$ cat src/rtl/ddr4_mc_act_throttle.sv
// DDR4 activate throttle: per-rank tRRD_L / tRRD_S / tFAW tracking that qualifies per-port ACT requests.
// Optional macro ACT_THROTTLE_STATS_EN adds the 16-bit saturating blocked-cycle counter output blkCnt.
module ddr4_mc_act_throttle #(
   parameter int unsigned NPORT       = 4,
   parameter int unsigned NRANK       = 4,
   parameter int unsigned RKBITS      = 2,
   parameter int unsigned tRRD_L      = 6,
   parameter int unsigned tRRD_S      = 4,
   parameter int unsigned tFAW        = 20,
   parameter int unsigned FAW_ACTS    = 4,
   parameter int unsigned PAIR_GROUPS = 0,
   parameter real         TCQ         = 0.1
) (
   input  logic                    clk,
   input  logic                    rst,
   input  logic [NPORT-1:0]        actReq,
   input  logic [NPORT*RKBITS-1:0] cmdRank,
   input  logic [NPORT-1:0]        winPort,
   input  logic [RKBITS-1:0]       winRank,
`ifdef ACT_THROTTLE_STATS_EN
   output logic [15:0]             blkCnt,
`endif
   output logic [NPORT-1:0]        actReqT
);

   localparam int unsigned NGRP  = (PAIR_GROUPS != 0) ? (NPORT + 1) / 2 : NPORT;
   localparam int unsigned GW    = (NGRP > 1) ? $clog2(NGRP) : 1;
   localparam int unsigned PW    = $clog2(NPORT);
   localparam int unsigned RSPAN = 1 << RKBITS;
   localparam int unsigned LW    = $clog2(tRRD_L + 1);
   localparam int unsigned SW    = $clog2(tRRD_S + 1);
   localparam int unsigned FW    = $clog2(tFAW + 1);
   localparam int unsigned SLW   = (FAW_ACTS > 1) ? $clog2(FAW_ACTS) : 1;
   localparam int unsigned CW    = $clog2(FAW_ACTS + 1);
   // Rank indices at or above NRANK are untracked; their state stays zero.
   localparam logic [RSPAN-1:0] RANK_MASK = RSPAN'((64'd1 << NRANK) - 64'd1);

   if (NPORT < 2 || NPORT > 8) begin : g_chk_nport
      $error("ddr4_mc_act_throttle: NPORT must be 2..8");
   end
   if (NRANK < 1 || NRANK > 8 || (NRANK & (NRANK - 1)) != 0) begin : g_chk_nrank
      $error("ddr4_mc_act_throttle: NRANK must be a power of two in 1..8");
   end
   if (RKBITS != ((NRANK > 1) ? $clog2(NRANK) : 1)) begin : g_chk_rkbits
      $error("ddr4_mc_act_throttle: RKBITS must equal max(1, clog2(NRANK))");
   end
   if (tRRD_L < 1 || tRRD_L > 63 || tRRD_S < 1 || tRRD_S > tRRD_L) begin : g_chk_rrd
      $error("ddr4_mc_act_throttle: need 1 <= tRRD_S <= tRRD_L <= 63");
   end
   if (tFAW < 1 || tFAW > 255 || FAW_ACTS < 1 || FAW_ACTS > 8) begin : g_chk_faw
      $error("ddr4_mc_act_throttle: tFAW must be 1..255 and FAW_ACTS 1..8");
   end
   if (PAIR_GROUPS > 1 || TCQ < 0.0) begin : g_chk_misc
      $error("ddr4_mc_act_throttle: PAIR_GROUPS must be 0/1 and TCQ non-negative");
   end

   function automatic logic [GW-1:0] grp_of(input int unsigned p);
      return (PAIR_GROUPS != 0) ? GW'(p >> 1) : GW'(p);
   endfunction

   logic [LW-1:0]     r_rrdl [RSPAN][NGRP];
   logic [SW-1:0]     r_rrds [RSPAN];
   logic [FW-1:0]     r_faw  [RSPAN][FAW_ACTS];

   logic              w_win_vld;
   logic [PW-1:0]     w_win_port;
   logic [GW-1:0]     w_win_grp;
   logic              w_act;
   logic [SLW-1:0]    w_slot;
   logic [FW-1:0]     w_slot_min;
   logic [CW-1:0]     w_faw_busy [RSPAN];
   logic [RSPAN-1:0]  w_faw_ok;
   logic [RKBITS-1:0] w_rank [NPORT];
   logic [NPORT-1:0]  w_rrd_ok;

   // Issued ACT decode: lowest set winPort bit wins, out-of-range ranks are dropped.
   always_comb begin
      w_win_vld  = 1'b0;
      w_win_port = '0;
      for (int p = NPORT - 1; p >= 0; p--) begin
         if (winPort[p]) begin
            w_win_vld  = 1'b1;
            w_win_port = PW'(p);
         end
      end
      w_win_grp = grp_of(32'(w_win_port));
      w_act     = !rst && w_win_vld && RANK_MASK[winRank];
   end

   // Smallest-count slot with lowest-index tie-break is the lowest idle slot whenever one exists.
   always_comb begin
      w_slot     = '0;
      w_slot_min = r_faw[winRank][0];
      for (int s = 1; s < FAW_ACTS; s++) begin
         if (r_faw[winRank][s] < w_slot_min) begin
            w_slot     = SLW'(s);
            w_slot_min = r_faw[winRank][s];
         end
      end
   end

   always_ff @(posedge clk) begin
      for (int r = 0; r < RSPAN; r++) begin
         if (rst) begin
            r_rrds[r] <= '0;
            for (int g = 0; g < NGRP; g++) r_rrdl[r][g] <= '0;
            for (int s = 0; s < FAW_ACTS; s++) r_faw[r][s] <= '0;
         end else begin
            if (w_act && winRank == RKBITS'(r)) begin
               r_rrds[r] <= SW'(tRRD_S - 1);
            end else if (r_rrds[r] != '0) begin
               r_rrds[r] <= r_rrds[r] - SW'(1);
            end
            for (int g = 0; g < NGRP; g++) begin
               if (w_act && winRank == RKBITS'(r) && w_win_grp == GW'(g)) begin
                  r_rrdl[r][g] <= LW'(tRRD_L - 1);
               end else if (r_rrdl[r][g] != '0) begin
                  r_rrdl[r][g] <= r_rrdl[r][g] - LW'(1);
               end
            end
            for (int s = 0; s < FAW_ACTS; s++) begin
               if (w_act && winRank == RKBITS'(r) && w_slot == SLW'(s)) begin
                  r_faw[r][s] <= FW'(tFAW - 1);
               end else if (r_faw[r][s] != '0) begin
                  r_faw[r][s] <= r_faw[r][s] - FW'(1);
               end
            end
         end
      end
   end

   // A rank is FAW-open while fewer than FAW_ACTS of its slots are still counting.
   always_comb begin
      for (int r = 0; r < RSPAN; r++) begin
         w_faw_busy[r] = '0;
         for (int s = 0; s < FAW_ACTS; s++) begin
            if (r_faw[r][s] != '0) w_faw_busy[r] = w_faw_busy[r] + CW'(1);
         end
         w_faw_ok[r] = (w_faw_busy[r] < CW'(FAW_ACTS));
      end
   end

   // Reset bypasses the throttle so requests pass straight through.
   always_comb begin
      for (int p = 0; p < NPORT; p++) begin
         w_rank[p]   = cmdRank[p*RKBITS +: RKBITS];
         w_rrd_ok[p] = (r_rrdl[w_rank[p]][grp_of(p)] == '0) && (r_rrds[w_rank[p]] == '0);
         actReqT[p]  = rst ? actReq[p] : (actReq[p] & w_rrd_ok[p] & w_faw_ok[w_rank[p]]);
      end
   end

`ifdef ACT_THROTTLE_STATS_EN
   logic [15:0] r_blk_cnt;

   always_ff @(posedge clk) begin
      if (rst) begin
         r_blk_cnt <= '0;
      end else if (|(actReq & ~actReqT) && r_blk_cnt != 16'hFFFF) begin
         r_blk_cnt <= r_blk_cnt + 16'd1;
      end
   end

   assign blkCnt = r_blk_cnt;
`endif

endmodule

$ cat config.mk
export PLATFORM = sky130hd
export DESIGN_NAME = ddr4_mc_act_throttle
export DESIGN_NICKNAME = d
export VERILOG_FILES = /design/src/rtl/ddr4_mc_act_throttle.sv
export SDC_FILE = /design/constraint.sdc
export NUM_CORES = 1
export LEC_CHECK = 0
export CORE_UTILIZATION = 48
export CTS_BUF_LIST = sky130_fd_sc_hd__clkbuf_16
export DETAILED_ROUTE_END_ITERATION = 10
export PLACE_DENSITY_LB_ADDON = 0.08
export SLEW_MARGIN = 20
export SYNTH_ARGS = -nofsm -noshare
export SYNTH_HDL_FRONTEND = slang
export SYNTH_SLANG_ARGS = --single-unit
$ cat constraint.sdc
create_clock -name clk -period 13.85 [get_ports clk]
set_input_delay 2.0775 -clock clk [delete_from_list [all_inputs] [get_ports clk]]
set_output_delay 2.0775 -clock clk [all_outputs]
set_load 0.1 [all_outputs]
# Yosys cells after proc, flatten, opt, wreduce, memory -nomap -nowiden
# Memory sizes are Yosys's and may differ from the RTL's.
# Cells that the tools add are included.
# Widths: inputs -> output; s select.
[totals]
ff_bits = 0
ramBits = 140
input_bits = 20
out_inout_bits = 4
n_memories = 3
[classes]
addsub = 48
n_lt_le_gt_ge = 12
n_eq_ne = 9
mux = 369
bitwise = 80
n_reduce_logical = 90
[memory_table]
columns = ["memory", "depth", "word_bits", "read_ports", "rd_clocked_by_memory_dff", "write_ports", "line_no", "rtl"]
rows = [
  ["r_faw", 4, 20, 5, 0, 4, "63", "logic [FW-1:0] r_faw [RSPAN][FAW_ACTS];"],
  ["r_rrdl", 4, 12, 8, 0, 4, "61", "logic [LW-1:0] r_rrdl [RSPAN][NGRP];"],
  ["r_rrds", 4, 3, 8, 0, 4, "62", "logic [SW-1:0] r_rrds [RSPAN];"],
]
[ops]
columns = ["op", "n"]
rows = [
  ["$mux 1", 272],
  ["$mux 5", 34],
  ["$mux 3", 52],
  ["$reduce_bool 5->1", 16],
  ["$sub 5x1->5 const B", 16],
  ["$or 1x1->1", 72],
  ["$reduce_bool 3->1", 20],
  ["$sub 3x1->3 const B", 20],
  ["$logic_and 1x1->1", 42],
  ["$add 3x1->3 const B", 12],
  ["$logic_not 3->1", 8],
  ["$lt 2x3->1 const B", 5],
  ["$lt 5x5->1", 3],
  ["$eq 2x2->1 const B", 6],
  ["$lt 3x3->1 const B", 4],
  ["$mux 2", 6],
  ["$bmux 1 s2", 5],
  ["$and 1x1->1", 8],
  ["$eq 2x1->1 const B", 3],
  ["$logic_not 2->1", 3],
  ["$logic_not 1->1", 1],
]

# Logic depth before layout (Yosys ltp)
# Gate-level depths: netlist of the first run.
# An unclocked memory read counts as a cell.
[logic_depth]
word_depth = 14
mapped_depth = 23
ltp_nobuf = 18

# Least setup slack after synthesis of the first run
# OpenSTA, ideal clock, no wires.
[synth_timing]
path_type = "in2reg"
from = "in winRank[1]"
to = "mem r_faw[1][15] in the netlist's numbering, enable pin"
setup_ns = 0.319
arrival_time_ns = 7.449
slack_ns = 6.082
stages = 21
cell_sequence = "clkbuf_1 > clkbuf_1 > mux4_2 > ha_1 > o2111ai_1 > o211ai_2 > buf_4 > mux2i_1 > ha_1 > a211o_1 > a211o_1 > a211oi_2 > buf_2 > o21ai_0 > o31a_1 > ha_1 > o21a_1 > a2bb2oi_1 > nand2_1 > or4b_1 > nand3b_1"
[synth_lines]
columns = ["item", "line_no", "rtl"]
rows = [
  ["start, declared", "19", "input logic [RKBITS-1:0] winRank,"],
  ["end, declared", "63", ""],
]

==> metrics, run 1 <==
status=complete, no violations; Yosys cell types=between 50 and 60; WL/cell=roughly 19 um; first-pass GRT wire length=~35000 um; Slew headroom=between 30% and 40%; leakage power=4.05 nW; port bufs=23; HP Class=register to register; Die W=142 um; total core area=between 0.015 and 0.02 mm^2; fin worst setup slack=between 5 and 6 ns; Final Hold Viols=0; CTS tree=done; Remaining DRCs=0; final instance area=about 0.010 mm^2; Least-Margin Pin Slew=a little over 1 ns; Post-DP HPWL=roughly 16000 um; area grow syn2layout=11.1%; initial antenna violation count=0; critical-path maximum fanout=31; Post-Syn Area=approximately 0.0094 mm^2; final period utilization=a little under two thirds; TritonCTS buffer count=17; DRT Pass-1 Iters=5; layout net count=between 900 and 1000; FMAX=around 110 MHz; flop-to-flop setup slack=7.02 ns; hold path depth=1; final setup vio count=0; Hold WS=between 0.5 and 0.6 ns; Final Max Tran Viols=0; CP Launch Type=input port; Area after DPL=between 0.009 and 0.01 mm^2; Seq cells post-synth=140; Site Rows=50; Setup TNS=0 ns; Skew-Pair Late Insertion Delay=about 0.42 ns; I/O Pins=24; Req. time, crit path=~14 ns; register area share after synthesis=about 45%; RR Startpoint=r_faw[0][14]; largest net degree at the start of global routing=79; Synth warnings=0; Via density=5.90; VDD IR max=roughly 150 uV; setup bufs post-CTS=0; clock skew=0.00790 ns; worst reg2reg endpoint=r_faw[2][18]; antenna cells=0; crit path kind=input port to register; layout cells sized above 1=9.90%; worst reg2reg path depth=17; number of synthesized flops with an enable pin=140; power density over the cells=257 mW/mm^2; clock sink count=140; hold worst-path end=r_rrdl[3][6]; syn avg cell area=10.8 um^2; unrepaired setup endpoints after global routing=false; ranking of synthesized cells by area=edfxtp_1 (45%), ha_1 (11%), mux4_2 (4.8%), inv_1 (4.3%), o31ai_1 (2.7%); predominant post-synthesis flop cell=edfxtp_1; Bufs on Longest Clock Path=2; Die H=about 140 um; vias in the first global route=around 6700; CTS H-tree depth=4; final wirelength=~22000 um; initial DRC count=slightly below 400; area leader, netlist=edfxtp_1; Max-Cap Viols=0; cells after synthesis=roughly 870; post-placement setup slack=approximately 4.7 ns; hold wc startpoint=r_rrdl[3][6]; Final min period=approximately 8.8 ns; total number of vias=slightly below 7000; cts repair resizes=0; routability cong.=approximately 0.85; post-synth top area share=44.7%; crit end category=register; hold buffers post-CTS=0; gr usage total=between 20 and 25%; die area=between 0.02 and 0.025 mm^2; Reg clk slew, reported paths=~0.06 ns; CP arrival=8.89 ns; Post-synth ARST share=0%; post-route core utilization=between 50% and 60%; CTS Root Cell=clkbuf_16; syn_nets=about 1000; starting density of the core=about half; Routed Antenna Nets=0; # fillers=roughly 1600; total grt overflow=0
cell type report:
cell class,instances,area (um^2),area share [%]
clock buffer,17,425,4.07
timing repair buffer,31,283,2.71
sequential,140,4200,40.2
tap,260,325,3.11
inverter,107,402,3.84
clock inverter,15,110,1.05
multi-input combinational,589,4700,45.0
per-stage QoR:
stage / power [W] / instances
finish: 0.00269 / 1159
global route: 0.00290 / 1159
CTS: 0.00268 / 1159
detailed placement: 0.00225 / 1127
global placement: 0.00218 / 1127
floorplan: 0.00188 / 869
Yosys cell counts (all sizes together), types with 4 or more instances:
cell     number
edfxtp      140
inv         107
ha           86
nor2         47
nand2        42
o21ai        38
nor3         34
o31ai        34
nand3b       33
clkbuf       26
nor4         22
xor2         22
mux4         20
xnor2        20
or2          19
nor4b        16
and3         14
a2111oi      12
a21oi        11
o21bai       11
o22ai        11
nor3b        10
o21a         10
nand2b        8
a31oi         7
buf           7
a211oi        6
nor2b         6
nand3         5
nand4         5
o211ai        5
or3           5
a211o         4
mux2i         4
o31a          4
o41ai         4
or4b          4
worst max-delay path by stage:
stage | endpoint | from | depth (start not counted) | slack [ns]
floorplan | r_faw[1][15] | winRank[1] | 21 | 6.08
global placement | r_faw[2][15] | winRank[0] | 18 | 4.95
detailed placement | r_faw[2][16] | winRank[0] | 18 | 4.73
CTS | r_faw[2][18] | winRank[0] | 18 | 5.16
global route | r_faw[1][15] | winRank[0] | 18 | 4.61
finish | r_faw[2][18] | winRank[0] | 18 | 5.07
cells by family (layout without fill, tap and decap cells):
logic type | Yosys count | count (layout) | synth area share (%)
xor+xnor | 42 | 42 | 3.91
fa+ha+maj | 86 | 86 | 11.4
mux | 24 | 24 | 5.21
buf+inv | 140 | 170 | 5.76
simple gates | 272 | 272 | 16.8
compound gates | 165 | 165 | 12.2
flops | 140 | 140 | 44.7
flip-flops by register name (all words and copies together), names as in the netlist:
register  flops
r_faw        80
r_rrdl       48
r_rrds       12
worst max-delay path: stages:
cell       delay [ns]
clkbuf_2         0.64
mux4_2           0.62
ha_1             0.39
o2111ai_1        0.18
o211ai_2         0.64
mux2i_1          0.35
ha_1             0.29
a211o_1          0.28
a211o_1          0.39
a211oi_2         0.57
o21ai_0          0.16
o31a_1           0.14
ha_1             0.27
o21a_1           0.16
a2bb2oi_1        0.39
nand2_1          0.37
or4b_1           0.70
nand3b_1         0.26
per-layer routing:
layer  vias up  global-route usage (%)  routed length (um)
li1       3286                       -                   -
met1      3362                    30.6                9770
met2       161                    37.0               10400
met3        29                    4.14                1110
met4         0                    7.92                 399
met5         -                       0                   0
power by group:
part	internal, W	leakage, nW	total (W)	switching (W)
clock	0.000242	0.256	0.000419	0.000177
sequential	0.000745	1.57	0.000911	0.000166
combinational	0.000544	2.22	0.00136	0.000812
total	0.00153	4.05	0.00269	0.00115
cell usage in the layout (no fill, tap or decap), types with 6 or more instances in the layout:
cell type	n
and3_1	14
buf_4	9
nor4_2	6
nor3_1	34
nor4b_1	12
nand3b_1	33
a21oi_1	11
clkdlybuf4s50_1	21
o21ai_0	36
o22ai_1	11
a31oi_1	7
o21a_1	10
nor4_1	16
inv_1	109
nor2b_1	6
edfxtp_1	140
o31ai_1	34
xor2_1	22
or2_2	17
nor2_1	47
nand2_1	42
clkbuf_16	17
mux4_2	20
xnor2_1	20
ha_1	86
o21bai_1	11
nor3b_1	9
nand2b_1	8
a2111oi_0	12
No activity file was read; power rests on OpenSTA's default activity.
==> inputs of run 2 (changes only) <==
==> constraint.sdc (replaced) <==
create_clock -name clk -period 9 [get_ports clk]
set_input_delay 1.35 -clock clk [delete_from_list [all_inputs] [get_ports clk]]
set_output_delay 1.35 -clock clk [all_outputs]
set_load 0.1 [all_outputs]
==> metrics, run 2 (synthesis gave the netlist of run 1 again) <==
status=complete, no violations (unchanged); power density over the cells=401 mW/mm^2 (was 257 mW/mm^2); total chip power=0.00422 W (was 0.00269 W); critical-path maximum fanout=15 (was 31); Bufs on Longest Clock Path=2 (unchanged); TritonCTS buffer count=17 (unchanged); Final Max Tran Viols=0 (unchanged); FMAX=about 120 MHz; final period utilization=90.2%; Die W=142 um (unchanged); met1 WL=10100 um (was 9770 um); DRT Pass-1 Iters=5 (unchanged); vias in the first global route=6917 (was 6678); Die H=142 um (unchanged); total core area=0.0190 mm^2 (unchanged); Largest Register=r_faw (unchanged); CTS Root Cell=clkbuf_16 (unchanged); first-pass GRT wire length=36300 um (was 35100 um); dpl cells=1128 (was 1127); die area=0.0202 mm^2 (unchanged); clock sink count=140 (unchanged); layout net count=993 (was 992); Routed Antenna Nets=0 (unchanged); initial DRC count=450 (was 393); Skew-Pair Late Insertion Delay=0.42 ns (about the same); CTS H-tree depth=4 (unchanged); I/O Pins=24 (unchanged); Remaining DRCs=0 (unchanged); final wirelength=22000 um (was 21700 um); layout cells sized above 1=9.78% (was 9.90%); Least-Margin Pin Slew=1.12 ns (was 1.02 ns); Worst path top cell family by delay=compound AO/OA/AOI/OAI gates (unchanged); Max-Cap Viols=0 (unchanged); area grow syn2layout=11.9% (was 11.1%); final setup vio count=0 (unchanged); hold buffers post-CTS=0 (unchanged); Site Rows=50 (unchanged); routability cong.=0.877 (was 0.852); crit path kind=input port to register (unchanged); commonest non-fill, non-tap cells in the layout=edfxtp_1 (140), inv_1 (110), ha_1 (86) (was edfxtp_1 (140), inv_1 (109), ha_1 (86)); Setup TNS=0 ns (unchanged); Via density=5.92 (was 5.90); Hold WS=0.595 ns (was 0.593 ns); CP arrival=8.22 ns (was 8.89 ns); Layout Cells excl Fill=1160 (was 1159); critical path's slowest cell=clkdlybuf4s50_1 (was or4b_1); CP Launch Type=input port (unchanged); VDD IR max=197 uV (was 146 uV); routed wl met3=742 um (was 1110 um); crit end category=register (unchanged); WL met2=10900 um (was 10400 um); leakage power=4.09 nW (was 4.05 nW); port bufs=23 (unchanged); critical path buffer and inverter count=1 (unchanged); top flop regs=r_faw (80), r_rrdl (48), r_rrds (12) (unchanged); CTS tree=done (unchanged); HP Class=register to register (unchanged); Final min period=~8.1 ns; Post-DP HPWL=16500 um (was 16000 um); clock skew=0.00762 ns (was 0.00790 ns); highest metal layer with signal wires=met4 (unchanged); starting density of the core=49.6% (unchanged); unrepaired setup endpoints after global routing=false (unchanged); critical path's largest stage delay=1.01 ns (was 0.70 ns); gr usage total=23.5% (was 22.8%); setup bufs post-CTS=0 (unchanged); cts repair resizes=0 (unchanged); CP dominant cell by count=ha_1 (unchanged); Req. time, crit path=9.10 ns (was 13.95 ns); Final Hold Viols=0 (unchanged); total grt overflow=0 (unchanged); number of flip-flops in the largest register=80 (unchanged); largest net degree at the start of global routing=91 (was 79); total number of vias=6867 (was 6838); leading cell type in the layout, fill and taps excluded=edfxtp_1 (unchanged); antenna cells=0 (unchanged); Reg clk slew, reported paths=0.06 ns (about the same); WL/cell=19.0 um (was 18.7 um); CP Cell Sequence=clkdlybuf4s50_1 -> mux4_2 -> ha_1 -> o2111ai_1 -> o211ai_2 -> mux2i_1 -> ha_1 -> a211o_1 -> a211o_1 -> a211oi_2 -> o21ai_0 -> o31a_1 -> ha_1 -> o21a_1 -> a2bb2oi_1 -> nand2_1 -> or4b_1 -> nand3b_1 (was clkbuf_2 -> mux4_2 -> ha_1 -> o2111ai_1 -> o211ai_2 -> mux2i_1 -> ha_1 -> a211o_1 -> a211o_1 -> a211oi_2 -> o21ai_0 -> o31a_1 -> ha_1 -> o21a_1 -> a2bb2oi_1 -> nand2_1 -> or4b_1 -> nand3b_1); Slew headroom=24.8% (was 31.2%); initial antenna violation count=0 (unchanged)
run 2: power by group:
part,switching (W),internal (W),leakage [nW]
registers,0.000254,0.00115,1.57
logic,0.00125,0.000838,2.23
clock network,0.000275,0.000458,0.294
run 2: metal layers:
layer / GRT usage (%) / up-vias
li1: - / 3303
met1: 30.9 / 3406
met2: 40.3 / 136
met3: 3.67 / 22
met4: 5.94 / 0
met5: 0 / -
run 2: layout make-up:
type / count / area, um^2
fillers: 1626 / 8430
multi-input cells: 589 / 4700
flip-flops and latches: 140 / 4200
clock buffers: 17 / 425
inverters: 107 / 402
well taps: 260 / 325
repair buffers: 32 / 290
clock inverters: 15 / 183
run 2: path summary, 6_finish.rpt:
check	start	end	slack [ns]	cells after the start
max reg2reg	r_faw[0][14]	r_faw[2][18]	2.27	17
min reg2reg	r_rrdl[3][6]	r_rrdl[3][6]	0.59	1
min	r_rrdl[3][6]	r_rrdl[3][6]	0.59	1
max	winRank[1]	r_faw[2][18]	0.88	18
run 2: through the flow:
stage / util (%) / instance area, um^2 / setup slack [ns]
6_report: 55.5 / 10500 / 0.879
5_1_grt: 55.5 / 10500 / 0.470
2_1_floorplan: - / 9410 / 1.96
4_1_cts: 55.4 / 10500 / 0.920
3_3_place_gp: 52.2 / 9900 / 0.667
3_5_place_dp: 52.2 / 9900 / 0.517
==> patch (flow settings as in run 2) <==
`FAW_ACTS`: 4 -> 2.
--- a/src/rtl/ddr4_mc_act_throttle.sv
+++ b/src/rtl/ddr4_mc_act_throttle.sv
@@ -7,7 +7,7 @@
    parameter int unsigned tRRD_L      = 6,
    parameter int unsigned tRRD_S      = 4,
    parameter int unsigned tFAW        = 20,
-   parameter int unsigned FAW_ACTS    = 4,
+   parameter int unsigned FAW_ACTS    = 2,
    parameter int unsigned PAIR_GROUPS = 0,
    parameter real         TCQ         = 0.1
 ) (
Behaviour: no difference found for any inputs over 4 cycles, from zero or initial values; that may be too few to reach the edited logic, so the function may still have changed.
==> patch against run 2 <==
Sequential cell count fell by 40; fmax is 49% higher; routed wire length down 34%; final area shrank 33%; clock skew about the same; setup slack improved by 2.7 ns; synthesized area decreased by 33%; final cell count down 34%; die area decreased by 32%; sequential power is 31% lower; total power down 41%; largest cell class is now registers; highest routed layer unchanged.
==> patch: results (changes against run 2) <==
- Run status: finished clean
* Number of input and output port buffers inserted: 23 (unchanged)
* Clk Tree Root Cell: sky130_fd_sc_hd__clkbuf_16
- Cell count after synthesis: 583 (-33%)
* Total power after layout: 0.00251 W (-41%)
- The filler cell count was 1168 (-28%).
- The share of the synthesized netlist area taken by xor and xnor gates came to 2.22% (-1.7 points).
- Final weighted congestion of routability-driven global placement: 0.814 (-7.1%)
* Antenna violations before repair: 0 (unchanged)
* Mean routed wirelength per cell: 19.0 um (-0.19%)
* Wire length of the first global-routing pass: 23.4 mm (-35%)
- The number of vias in the routed layout came to 4626 (-33%).
* Max-Slew Margin vs Limit: 34.6% (+9.8 points)
* Dominant cell by count in the synthesized netlist: sky130_fd_sc_hd__edfxtp_1
* P_leak: 2.71 nW (-34%)
* # Post-CTS Setup Buffers: 0 (unchanged)
- The placed standard-cell area came to 0.00670 mm2 (-32%).
* Half-perimeter wire length after placement: 10.5 mm (-36%)
- The fraction of power consumed by sequential logic is 38.5% (+5.4 points).
* Bufs on Longest Clock Path: 2 (unchanged)
- The net count of the finished layout came to 672 (-32%).
* Registers with the most flip-flops: r_rrdl: 48 flops, r_faw: 40 flops, r_rrds: 12 flops
- Maximum number of pins on one net before global-route repair: 51 (-44%)
- The pre-CTS setup slack is 3.63 ns (+3.12 ns).
- The insertion delay to the later sink of the worst-skew pair came to 0.36 ns (-0.06 ns).
* Synthesized-area fraction occupied by adder cells: 11.5% (+0.051 points)
- Cell Count Post-Placement: 755 (-33%)
- Total number of H-tree levels: 3 (-1)
- Share of cell area taken by muxes after synthesis: 3.96% (-1.3 points)
* Arrival time at the worst endpoint: 4.11 ns (-4.11 ns)
* Comb power: 0.00112 W (-46%)
- Count of synthesis-stage warnings from yosys: 0 (unchanged)
- Cell types with the highest counts after synthesis: 100 x sky130_fd_sc_hd__edfxtp_1, 84 x sky130_fd_sc_hd__inv_1, 58 x sky130_fd_sc_hd__ha_1
* Number of DRC markers after the initial detailed-route iteration: 206 (-54%)
- The global router's overall resource usage is 23.1% (-0.39 points).
- Worst Path Max Fanout: 4 (-11)
- The sequential element share of the synthesized area was 47.5% (+2.9 points).
- The fraction of layout cells with a size suffix above 1 is 6.84% (-2.9 points).
- Largest family of logic cells by synthesized area: compound AO/OA/AOI/OAI gates
- The setup clock skew after layout came to 0.00765 ns (+0.0000341 ns).
- Maximum VDD drop: 0.141 mV (-28%)
* Compound-cell area share of the yosys netlist: 14.9% (+2.6 points)
* Antenna diode instance count: 0 (unchanged)
* Cells taking the most area after synthesis: sky130_fd_sc_hd__edfxtp_1 48%, sky130_fd_sc_hd__ha_1 11%, sky130_fd_sc_hd__inv_1 5.0%, sky130_fd_sc_hd__o31ai_1 3.8%, sky130_fd_sc_hd__mux4_2 2.9%
- Count of placed standard cells in the final layout, fillers left out: 771 (-34%)
- Nets in the synthesized netlist: 661 (-32%)
- 1st-pass router iterations: 4 (-1)
* Post-synth EDFFs: 100 (-29%)
- CTS Buf Count: 9 (-8)
- Netlist cell types: 45 (-15%)
- Total internal power: 0.00150 W (-39%)
- Worst Hold Class: reg -> reg
[patch: cell types whose count changed in the layout (fill, tap and decap cells not counted), sizes merged, moves of 16 or more]
cell and change:
edfxtp -40, ha -28, nor3 -23, o21ai -37
nand3b -32, inv -24, xor2 -16
[patch: cell type report]
| class | count | area (um2) | area share (%) |
|---|---|---|---|
| clock buffers | 9 | 225 | 3.21 |
| clock inverters | 7 | 83.8 | 1.19 |
| inverters | 84 | 315 | 4.49 |
| multi-input cells | 370 | 2910 | 41.4 |
| flip-flops and latches | 100 | 3000 | 42.8 |
| well taps | 172 | 215 | 3.07 |
| repair buffers | 29 | 270 | 3.85 |
[patch: path summary, 6_finish.rpt]
check,start,slack (ns),depth (start not counted),endpoint
worst min register to register,r_rrdl[3][6]$_DFFE_PP_,0.59,1,r_rrdl[3][6]$_DFFE_PP_
worst max register to register,r_faw[0][4]$_DFFE_PP_,5.58,7,r_faw[1][6]$_DFFE_PP_
worst min-delay path,r_rrdl[3][6]$_DFFE_PP_,0.59,1,r_rrdl[3][6]$_DFFE_PP_
worst max-delay path,r_faw[3][0]$_DFFE_PP_,3.54,7,actReqT[1]
[patch: worst max-delay path: stages (launching register included)]
cell                              delay [ns]
sky130_fd_sc_hd__edfxtp_1               0.44
sky130_fd_sc_hd__inv_1                  0.10
sky130_fd_sc_hd__ha_1                   0.21
sky130_fd_sc_hd__nor4b_1                0.67
sky130_fd_sc_hd__o2111ai_1              0.57
sky130_fd_sc_hd__o22ai_1                0.43
sky130_fd_sc_hd__o311a_1                0.19
sky130_fd_sc_hd__clkdlybuf4s50_1        1.13
[patch: routing by layer]
metal	up-vias	global-route usage [%]	share of wire, %
li1	2233	-	-
met1	2270	30.4	46
met2	104	38.5	49
met3	19	3.06	3.5
met4	0	9.45	1.9
met5	-	0	0
